--- config.mk ---
export PLATFORM = sky130hd
export DESIGN_NAME = kudu_perf_ctrl_flat
export DESIGN_NICKNAME = d
export VERILOG_FILES = /design/src/rtl/kudu_perf_ctrl_if.sv /design/src/rtl/kudu_perf_ctrl.sv /design/src/flat_wrapper.sv
export SDC_FILE = /design/constraint.sdc
export NUM_CORES = 2
export LEC_CHECK = 0
export BUFFER_PORTS_ARGS = -buffer_cell sky130_fd_sc_hd__clkbuf_2
export CELL_PAD_IN_SITES_DETAIL_PLACEMENT = 1
export CELL_PAD_IN_SITES_GLOBAL_PLACEMENT = 1
export CORE_UTILIZATION = 45
export CTS_CLUSTER_SIZE = 30
export DETAILED_ROUTE_END_ITERATION = 8
export GPL_ROUTABILITY_DRIVEN = 1
export PLACE_DENSITY_LB_ADDON = 0.1
export SLEW_MARGIN = 5
export SYNTH_ARGS = -nofsm -noshare
export SYNTH_HDL_FRONTEND = slang
export SYNTH_SLANG_ARGS = --single-unit
--- constraint.sdc ---
create_clock -name clk_i -period 3.15 [get_ports clk_i]
set_input_delay 0.7875 -clock clk_i [delete_from_list [all_inputs] [get_ports clk_i]]
set_output_delay 0.7875 -clock clk_i [all_outputs]
set_load 0.02 [all_outputs]
--- src/rtl/kudu_perf_ctrl_if.sv ---
// Command and dump-stream port bundle for kudu_perf_ctrl.
// slave = the controller, master = the command issuer / dump consumer.
interface kudu_perf_ctrl_if #(
  parameter int NUM_EVT = 16,
  parameter int CNT_W   = 32
);
  localparam int IDX_W = (NUM_EVT > 1) ? $clog2(NUM_EVT) : 1;

  logic             cmd_valid_i;
  logic [1:0]       cmd_op_i;
  logic             cmd_ready_o;
  logic             dump_valid_o;
  logic             dump_ready_i;
  logic [IDX_W-1:0] dump_idx_o;
  logic [CNT_W-1:0] dump_data_o;
  logic             dump_ovf_o;
  logic             dump_last_o;

  modport slave (
    input  cmd_valid_i, cmd_op_i, dump_ready_i,
    output cmd_ready_o, dump_valid_o, dump_idx_o, dump_data_o, dump_ovf_o, dump_last_o
  );

  modport master (
    output cmd_valid_i, cmd_op_i, dump_ready_i,
    input  cmd_ready_o, dump_valid_o, dump_idx_o, dump_data_o, dump_ovf_o, dump_last_o
  );
endinterface

--- src/rtl/kudu_perf_ctrl.sv ---
// Performance-counter bank with start/stop/clear/dump command sequencing.
// Define KUDU_PERF_SAT_EN for saturating counters; default build wraps.
module kudu_perf_ctrl #(
  parameter int NUM_EVT = 16,
  parameter int CNT_W   = 32
) (
  input  logic                clk_i,
  input  logic                rst_ni,
  input  logic [NUM_EVT-1:0]  evt_i,
  kudu_perf_ctrl_if.slave     bus,
  output logic                running_o,
  output logic [NUM_EVT-1:0]  ovf_o
);
  localparam int IDX_W = (NUM_EVT > 1) ? $clog2(NUM_EVT) : 1;
  localparam logic [IDX_W-1:0] LAST_IDX = IDX_W'(NUM_EVT - 1);

  typedef enum logic {
    ST_IDLE,
    ST_DUMP
  } state_e;

  typedef enum logic [1:0] {
    OP_START = 2'd0,
    OP_STOP  = 2'd1,
    OP_CLEAR = 2'd2,
    OP_DUMP  = 2'd3
  } op_e;

  state_e                          state_q;
  logic                            run_q;
  logic                            cmd_ready_q;
  logic                            dump_valid_q;
  logic [IDX_W-1:0]                idx_q;
  logic [NUM_EVT-1:0][CNT_W-1:0]   cnt_q, cnt_inc, cnt_nxt;
  logic [NUM_EVT-1:0][CNT_W-1:0]   shd_q;
  logic [NUM_EVT-1:0]              ovf_q, ovf_inc, ovf_nxt;
  logic [NUM_EVT-1:0]              shd_ovf_q;
  logic                            cmd_fire;
  op_e                             op;

  // cmd_ready_q is only ever high in IDLE, so it doubles as the state qualifier.
  assign cmd_fire = bus.cmd_valid_i & cmd_ready_q;
  assign op       = op_e'(bus.cmd_op_i);

  always_comb begin
    cnt_inc = cnt_q;
    ovf_inc = ovf_q;
    for (int unsigned i = 0; i < NUM_EVT; i++) begin
      if (run_q && evt_i[i]) begin
        if (&cnt_q[i]) begin
          ovf_inc[i] = 1'b1;
`ifdef KUDU_PERF_SAT_EN
          cnt_inc[i] = cnt_q[i];
`else
          cnt_inc[i] = '0;
`endif
        end else begin
          cnt_inc[i] = cnt_q[i] + CNT_W'(1);
        end
      end
    end
  end

  // CLEAR discards any increment landing in its accept cycle.
  always_comb begin
    cnt_nxt = cnt_inc;
    ovf_nxt = ovf_inc;
    if (cmd_fire && op == OP_CLEAR) begin
      cnt_nxt = '0;
      ovf_nxt = '0;
    end
  end

  always_ff @(posedge clk_i or negedge rst_ni) begin
    if (!rst_ni) begin
      state_q      <= ST_IDLE;
      run_q        <= 1'b0;
      cmd_ready_q  <= 1'b1;
      dump_valid_q <= 1'b0;
      idx_q        <= '0;
      cnt_q        <= '0;
      ovf_q        <= '0;
      shd_q        <= '0;
      shd_ovf_q    <= '0;
    end else begin
      cnt_q <= cnt_nxt;
      ovf_q <= ovf_nxt;
      case (state_q)
        ST_IDLE: begin
          if (cmd_fire) begin
            case (op)
              OP_START: run_q <= 1'b1;
              OP_STOP:  run_q <= 1'b0;
              OP_DUMP: begin
                shd_q        <= cnt_inc;
                shd_ovf_q    <= ovf_inc;
                idx_q        <= '0;
                state_q      <= ST_DUMP;
                cmd_ready_q  <= 1'b0;
                dump_valid_q <= 1'b1;
              end
              default: ;
            endcase
          end
        end
        ST_DUMP: begin
          if (bus.dump_ready_i) begin
            if (idx_q == LAST_IDX) begin
              idx_q        <= '0;
              state_q      <= ST_IDLE;
              cmd_ready_q  <= 1'b1;
              dump_valid_q <= 1'b0;
            end else begin
              idx_q <= idx_q + IDX_W'(1);
            end
          end
        end
        default: begin
          state_q      <= ST_IDLE;
          cmd_ready_q  <= 1'b1;
          dump_valid_q <= 1'b0;
        end
      endcase
    end
  end

  assign bus.cmd_ready_o  = cmd_ready_q;
  assign bus.dump_valid_o = dump_valid_q;
  assign bus.dump_idx_o   = idx_q;
  assign bus.dump_data_o  = shd_q[idx_q];
  assign bus.dump_ovf_o   = shd_ovf_q[idx_q];
  assign bus.dump_last_o  = dump_valid_q & (idx_q == LAST_IDX);
  assign running_o        = run_q;
  assign ovf_o            = ovf_q;
endmodule

--- src/flat_wrapper.sv ---
// flat-port wrapper written by rule: the top's interface ports become plain ports
module kudu_perf_ctrl_flat 
#(
  parameter int NUM_EVT = 16,
  parameter int CNT_W   = 32
)
  (clk_i, rst_ni, evt_i, running_o, ovf_o, bus_cmd_valid_i, bus_cmd_op_i, bus_dump_ready_i, bus_cmd_ready_o, bus_dump_valid_o, bus_dump_idx_o, bus_dump_data_o, bus_dump_ovf_o, bus_dump_last_o);
  kudu_perf_ctrl_if #(.NUM_EVT(NUM_EVT), .CNT_W(CNT_W)) bus_i ();
  input  logic clk_i;
  input  logic rst_ni;
  input  logic [NUM_EVT-1:0] evt_i;
  output logic running_o;
  output logic [NUM_EVT-1:0] ovf_o;
  input wire logic [$bits(bus_i.cmd_valid_i)-1:0] bus_cmd_valid_i;
  input wire logic [$bits(bus_i.cmd_op_i)-1:0] bus_cmd_op_i;
  input wire logic [$bits(bus_i.dump_ready_i)-1:0] bus_dump_ready_i;
  output wire logic [$bits(bus_i.cmd_ready_o)-1:0] bus_cmd_ready_o;
  output wire logic [$bits(bus_i.dump_valid_o)-1:0] bus_dump_valid_o;
  output wire logic [$bits(bus_i.dump_idx_o)-1:0] bus_dump_idx_o;
  output wire logic [$bits(bus_i.dump_data_o)-1:0] bus_dump_data_o;
  output wire logic [$bits(bus_i.dump_ovf_o)-1:0] bus_dump_ovf_o;
  output wire logic [$bits(bus_i.dump_last_o)-1:0] bus_dump_last_o;
  assign bus_i.cmd_valid_i = bus_cmd_valid_i;
  assign bus_i.cmd_op_i = bus_cmd_op_i;
  assign bus_i.dump_ready_i = bus_dump_ready_i;
  assign bus_cmd_ready_o = bus_i.cmd_ready_o;
  assign bus_dump_valid_o = bus_i.dump_valid_o;
  assign bus_dump_idx_o = bus_i.dump_idx_o;
  assign bus_dump_data_o = bus_i.dump_data_o;
  assign bus_dump_ovf_o = bus_i.dump_ovf_o;
  assign bus_dump_last_o = bus_i.dump_last_o;
  kudu_perf_ctrl #(.NUM_EVT(NUM_EVT), .CNT_W(CNT_W)) u_core (.clk_i(clk_i), .rst_ni(rst_ni), .evt_i(evt_i), .bus(bus_i), .running_o(running_o), .ovf_o(ovf_o));
endmodule
# After elaboration in Yosys (flattened, before gate mapping)
# Index checks and enable logic that the tools add are counted.
dict set report totals {
  regBits 1064
  input_bits 22
  output_inout_bits 57
  word_cells 198
}
dict set report classes {
  add_sub_neg 17
  magnitude_cmp 1
  n_eq_ne 8
  mux 91
  n_bitwise 3
  n_reduce_logical 39
}
# op n
set ops {}
lappend ops {{$mux 32} 33}
lappend ops {{$add 32x1->32 const B} 16}
lappend ops {{$mux 512} 1}
lappend ops {{$reduce_and 32->1} 16}
lappend ops {{$bmux 32 s4} 1}
lappend ops {{$mux 1} 45}
lappend ops {{$logic_and 1x1->1} 17}
lappend ops {{$mux 16} 1}
lappend ops {{$mux 4} 4}
lappend ops {{$reduce_and 3->1} 3}
lappend ops {{$pmux 1 s2} 4}
lappend ops {{$pmux 4 s2} 1}
lappend ops {{$ne 2x2->1 const B} 3}
lappend ops {{$lt 4x5->1 const B} 1}
lappend ops {{$add 4x1->4 const B} 1}
lappend ops {{$bmux 1 s4} 1}
lappend ops {{$eq 2x2->1 const B} 2}
lappend ops {{$eq 4x4->1 const B} 1}
lappend ops {{$reduce_and 4->1} 1}
lappend ops {{$and 1x1->1} 2}
lappend ops {{$eq 2x1->1 const B} 1}
lappend ops {{$logic_not 2->1} 1}
lappend ops {{$ne 2x1->1 const B} 1}
lappend ops {{$reduce_bool 2->1} 1}
lappend ops {{$not 1->1} 1}

# Depth between registers and ports, before layout
dict set report logic_depth {
  depth_word 4
  mapped_depth 9
  ltp_nobuf 6
}

# Worst setup path after synthesis
# OpenSTA, ideal clock, no wires.
dict set report synth_timing {
  kind {register to output}
  startpoint {reg u_core.idx_q[0], in the netlist u_core.bus.dump_idx_o[0]}
  endpoint {out bus_dump_data_o[0]}
  arrival_ns 2.400
  required_time_ns 2.362
  path_slack_ns -0.038
  path_stages_with_launch 6
  path_buffers 3
  cell_sequence {dfrtp_1 clkbuf_1 buf_2 buf_2 mux4_2 mux4_2}
}
dict set report synth_via {
  elab_chain_cells 2
}
# item line_no
set synth_lines {}
lappend synth_lines {{start: declaration} kudu_perf_ctrl.sv:33} ;# logic [IDX_W-1:0] idx_q;
lappend synth_lines {{start signal: assignment} kudu_perf_ctrl.sv:114} ;# idx_q <= idx_q + IDX_W'(1);
lappend synth_lines {{$bmux 32 s4} kudu_perf_ctrl.sv:130} ;# assign bus.dump_data_o = shd_q[idx_q];
lappend synth_lines {{$mux 32 (not written as such)} kudu_perf_ctrl.sv:130}
lappend synth_lines {{end: declaration} flat_wrapper.sv:20} ;# output wire logic [$bits(bus_i.dump_data_o)-1:0] bus_dump_data_o;
# Every way passes these cells. The select of a mux whose other input is x is not followed.

# Final worst setup path
dict set report layout_timing {
  startpoint {reg u_core.idx_q[0], in the netlist u_core.bus.dump_idx_o[0]}
  endpoint {out bus_dump_data_o[4]}
}
# The elaborated chain is that of the path after synthesis.

==> qor.yml <==
outcome:
  status: "finished with violations"
  violations: "negative setup slack"
sta:
  tns_ns: -15.39
  relSlewSlack: 0.4118
  period_needed_ns: 3.644
  finalCritPeriodShare: 1.157
  max_clock_freq_mhz: 274.4
  worst_slew_pin_slew_ns: 0.8743
  setup_violations: 33
  hold_viol: 0
  skew_ns: 0.02035
  rsz0062_at_grt: "true"
  slew_violations: 0
  fin_ws_ns: -0.4937
synth:
  synth_fa_ha_area_frac: 0.004248
  ys_types: 65
  yosys.area_share.simple: 0.2152
  synth_top_family_by_area: "simple AND/OR/NAND/NOR gates"
  syn_nets: 4931
  yosys_warnings: 0
  async_flop_share: 1.000
  synth_compound_gate_area_share: 0.06700
  synth-edff-count: 0
  netlist_area_um2: 50070
  synth_cells: 4892
  synth.area.mux_share: 0.07502
  ys.flop_type: "dfrtp_1"
  synth_top_area_share: 0.5313
  synthXorXnorAreaFrac: 0.08239
  ys_seq_elements: 1064
  syn_area_per_cell_um2: 10.23
  synthTopCellsByArea: "dfrtp_1, mux4_2, nand2_1"
  synth_top_area_cell: "dfrtp_1"
  seq_area_frac_synth: 0.5318
power_and_ir_drop:
  p_switching_mw: 6.225
  p_leak_nw: 25.38
  p_clk_frac: 0.515
  pwr-share-comb: 0.013
  seq_power_share: 0.472
  intPower_mw: 22.70
  swShare: 0.2152
  powerDensity_nw_per_um2: 501.7
  ir_drop_mv: 0.4246
final_layout:
  final_util: 0.5261
  drive_gt1_frac: 0.1325
  final_nets: 5052
  area_growth_pct: 15.18
floorplan:
  floorplan.rows: 121
  dieArea_um2: 112600
  io_pins: 79
  start_util: 0.4568
  die_w_um: 335.6
  die_height_um: 335.6
  core_um2: 109600
place:
  dp_slack_ns: 0.1445
  gp_congestion: 1.046
  dp_hpwl_mm: 157.2
  numPortBuffers: 78
clock_tree:
  cts_hold_buf: 0
  clk_latency_ns: 0.74
  cts_tree: "built"
  cts.sinks: 1064
  h-tree-depth: 3
  clk_path_buf_depth: 3
  clk_pin_slew_ns: 0.06
  cts-buffers-inserted: 115
  clock-root-buffer: "clkbuf_16"
worst_setup_path:
  worstRegToRegCells: 6
  cp_max_fo: 8
  cp-end-kind: "output port"
  slowest_stage: "mux4_2"
  critical_path_class: "flip-flop to output port"
  worst_ep_arrival_time_ns: 2.86
  path_cells: "buf_6 > clkbuf_16 > mux4_2 > mux4_2 > buf_6"
  r2r_setup_slack_ns: 0.37
  crit_required_ns: 2.36
  r2r-end: "u_core.shd_q[215]"
  r2r_start: "u_core.running_o"
  critPathMaxStageDelay_ns: 0.58
  worstSetupStartpointType: "flip-flop"
worst_hold_path:
  hp-class: "input port to async pin"
routing:
  drt_iter0_markers: 3732
  wire_per_inst_um: 30.54
  via_count: 40160
  drt-vias-per-instance: 6.091
  ant_nets: 0
  drc: 0
  wl_mm: 201.4
  drt_first_pass_iters: 7
global_routing:
  grt_max_degree: 122
  grt_pass1_wl_mm: 291.6
  grt_remaining_overflow: 0
  grt_pass1_vias: 40070
  grtUsageTotal: 0.3624
  antenna_found_initial: 18
flow_run:
  cap_violations: 0
[cells by family after synthesis]
| logic type | count (synthesis) |
|---|---|
| XOR/XNOR | 471 |
| AO/OA/AOI/OAI | 609 |
| flip-flops | 1064 |
| AND/OR/NAND/NOR | 2265 |
| multiplexers | 169 |
| buffers and inverters | 297 |
| adder cells (fa/ha/maj) | 17 |
[registers in the layout, indices dropped and copies added, names as in the netlist]
name,cells
u_core.bus.cmd_ready_o,1
u_core.bus.dump_idx_o,4
u_core.bus.dump_valid_o,1
u_core.cnt_q,512
u_core.ovf_o,16
u_core.running_o,1
u_core.shd_ovf_q,16
u_core.shd_q,512
u_core.state_q,1
[cell usage in the layout, fill, tap and decap left out, types with 54 or more instances in the layout]
| cell type | instances |
|---|---|
| clkbuf_16 | 125 |
| nand2_1 | 700 |
| o31ai_1 | 70 |
| buf_4 | 129 |
| nand3_1 | 221 |
| clkbuf_2 | 54 |
| xnor2_1 | 183 |
| nor3_1 | 83 |
| nor2_1 | 657 |
| nand4_1 | 229 |
| nor4_1 | 72 |
| mux4_2 | 165 |
| and4_1 | 62 |
| xor2_1 | 288 |
| and3_1 | 90 |
| dfrtp_1 | 1059 |
| o21ai_0 | 438 |
[power by group through the flow]
stage,Combinational (mW),Sequential [mW],Clock (mW)
after floorplan,0.00108,13.9,0
after global placement,0.385,13.9,0
after detailed placement,0.388,13.9,0
after CTS,0.389,13.7,15.1
after global routing,0.427,13.7,15.6
final,0.368,13.7,14.9
[synthesized netlist by cell type (74+ instances only)]
cell type,number
dfrtp_1,1063
nand2_1,700
nor2_1,657
o21ai_0,438
xor2_1,288
nand4_1,229
nand3_1,221
clkbuf_1,196
xnor2_1,183
mux4_2,165
and3_1,91
nor3_1,84
nor4_1,74
[stage by stage]
stage | hold WS, ns | power, mW | std cells | instance area [um^2]
2_1_floorplan | 0.4432 | 13.92 | 4892 | 50080
3_3_place_gp | 0.4643 | 14.30 | 6358 | 53060
3_5_place_dp | 0.4669 | 14.30 | 6358 | 53060
4_1_cts | 0.04895 | 29.14 | 6581 | 57350
5_1_grt | 0.04990 | 29.71 | 6587 | 57650
6_report | 0.05682 | 28.93 | 6593 | 57670
[metal layers]
| layer | track usage | wire, um |
|---|---|---|
| met1 | 0.4780 | 81820 |
| met2 | 0.5271 | 86200 |
| met3 | 0.1136 | 19240 |
| met4 | 0.2065 | 14020 |
| met5 | 0 | 79 |
[final cells by class]
class,count,area [um^2]
clock inverter,51,744.5
antenna,6,15.01
inverter,43,161.4
fill,11950,51940
sequential,1064,26640
multi-input combinational,3531,22280
tap,1476,1847
timing repair buffer,258,2546
clock buffer,164,3437
[worst max path at each step]
stage                                         from                   to  slack [ns]  cells past startpoint
after floorplan           u_core.bus.dump_idx_o[0]   bus_dump_data_o[0]      -0.001                      4
after detailed placement  u_core.bus.dump_idx_o[0]  bus_dump_data_o[27]        0.14                      4
after CTS                 u_core.bus.dump_idx_o[0]  bus_dump_data_o[17]       -0.50                      5
final                     u_core.bus.dump_idx_o[0]   bus_dump_data_o[4]       -0.49                      5
after global placement    u_core.bus.dump_idx_o[0]  bus_dump_data_o[27]        0.17                      4
after global routing      u_core.bus.dump_idx_o[0]  bus_dump_data_o[28]       -0.52                      5
[worst max-delay path, delay by kind of cell (launching register included)]
kind / cells / cell delay, ns
mux: 2 / 1.16
buf+inv: 3 / 0.49
flops: 1 / 0.46
[repair_timing]
item / CTS / global route
resized for setup: 8 / 67
hold endpoints to repair: 0 / 0
gates cloned: 1 / 6
buffers inserted: 7 / 0
endpoints found under the setup margin: 34 / 34
(Power assumes the default switching activity.)
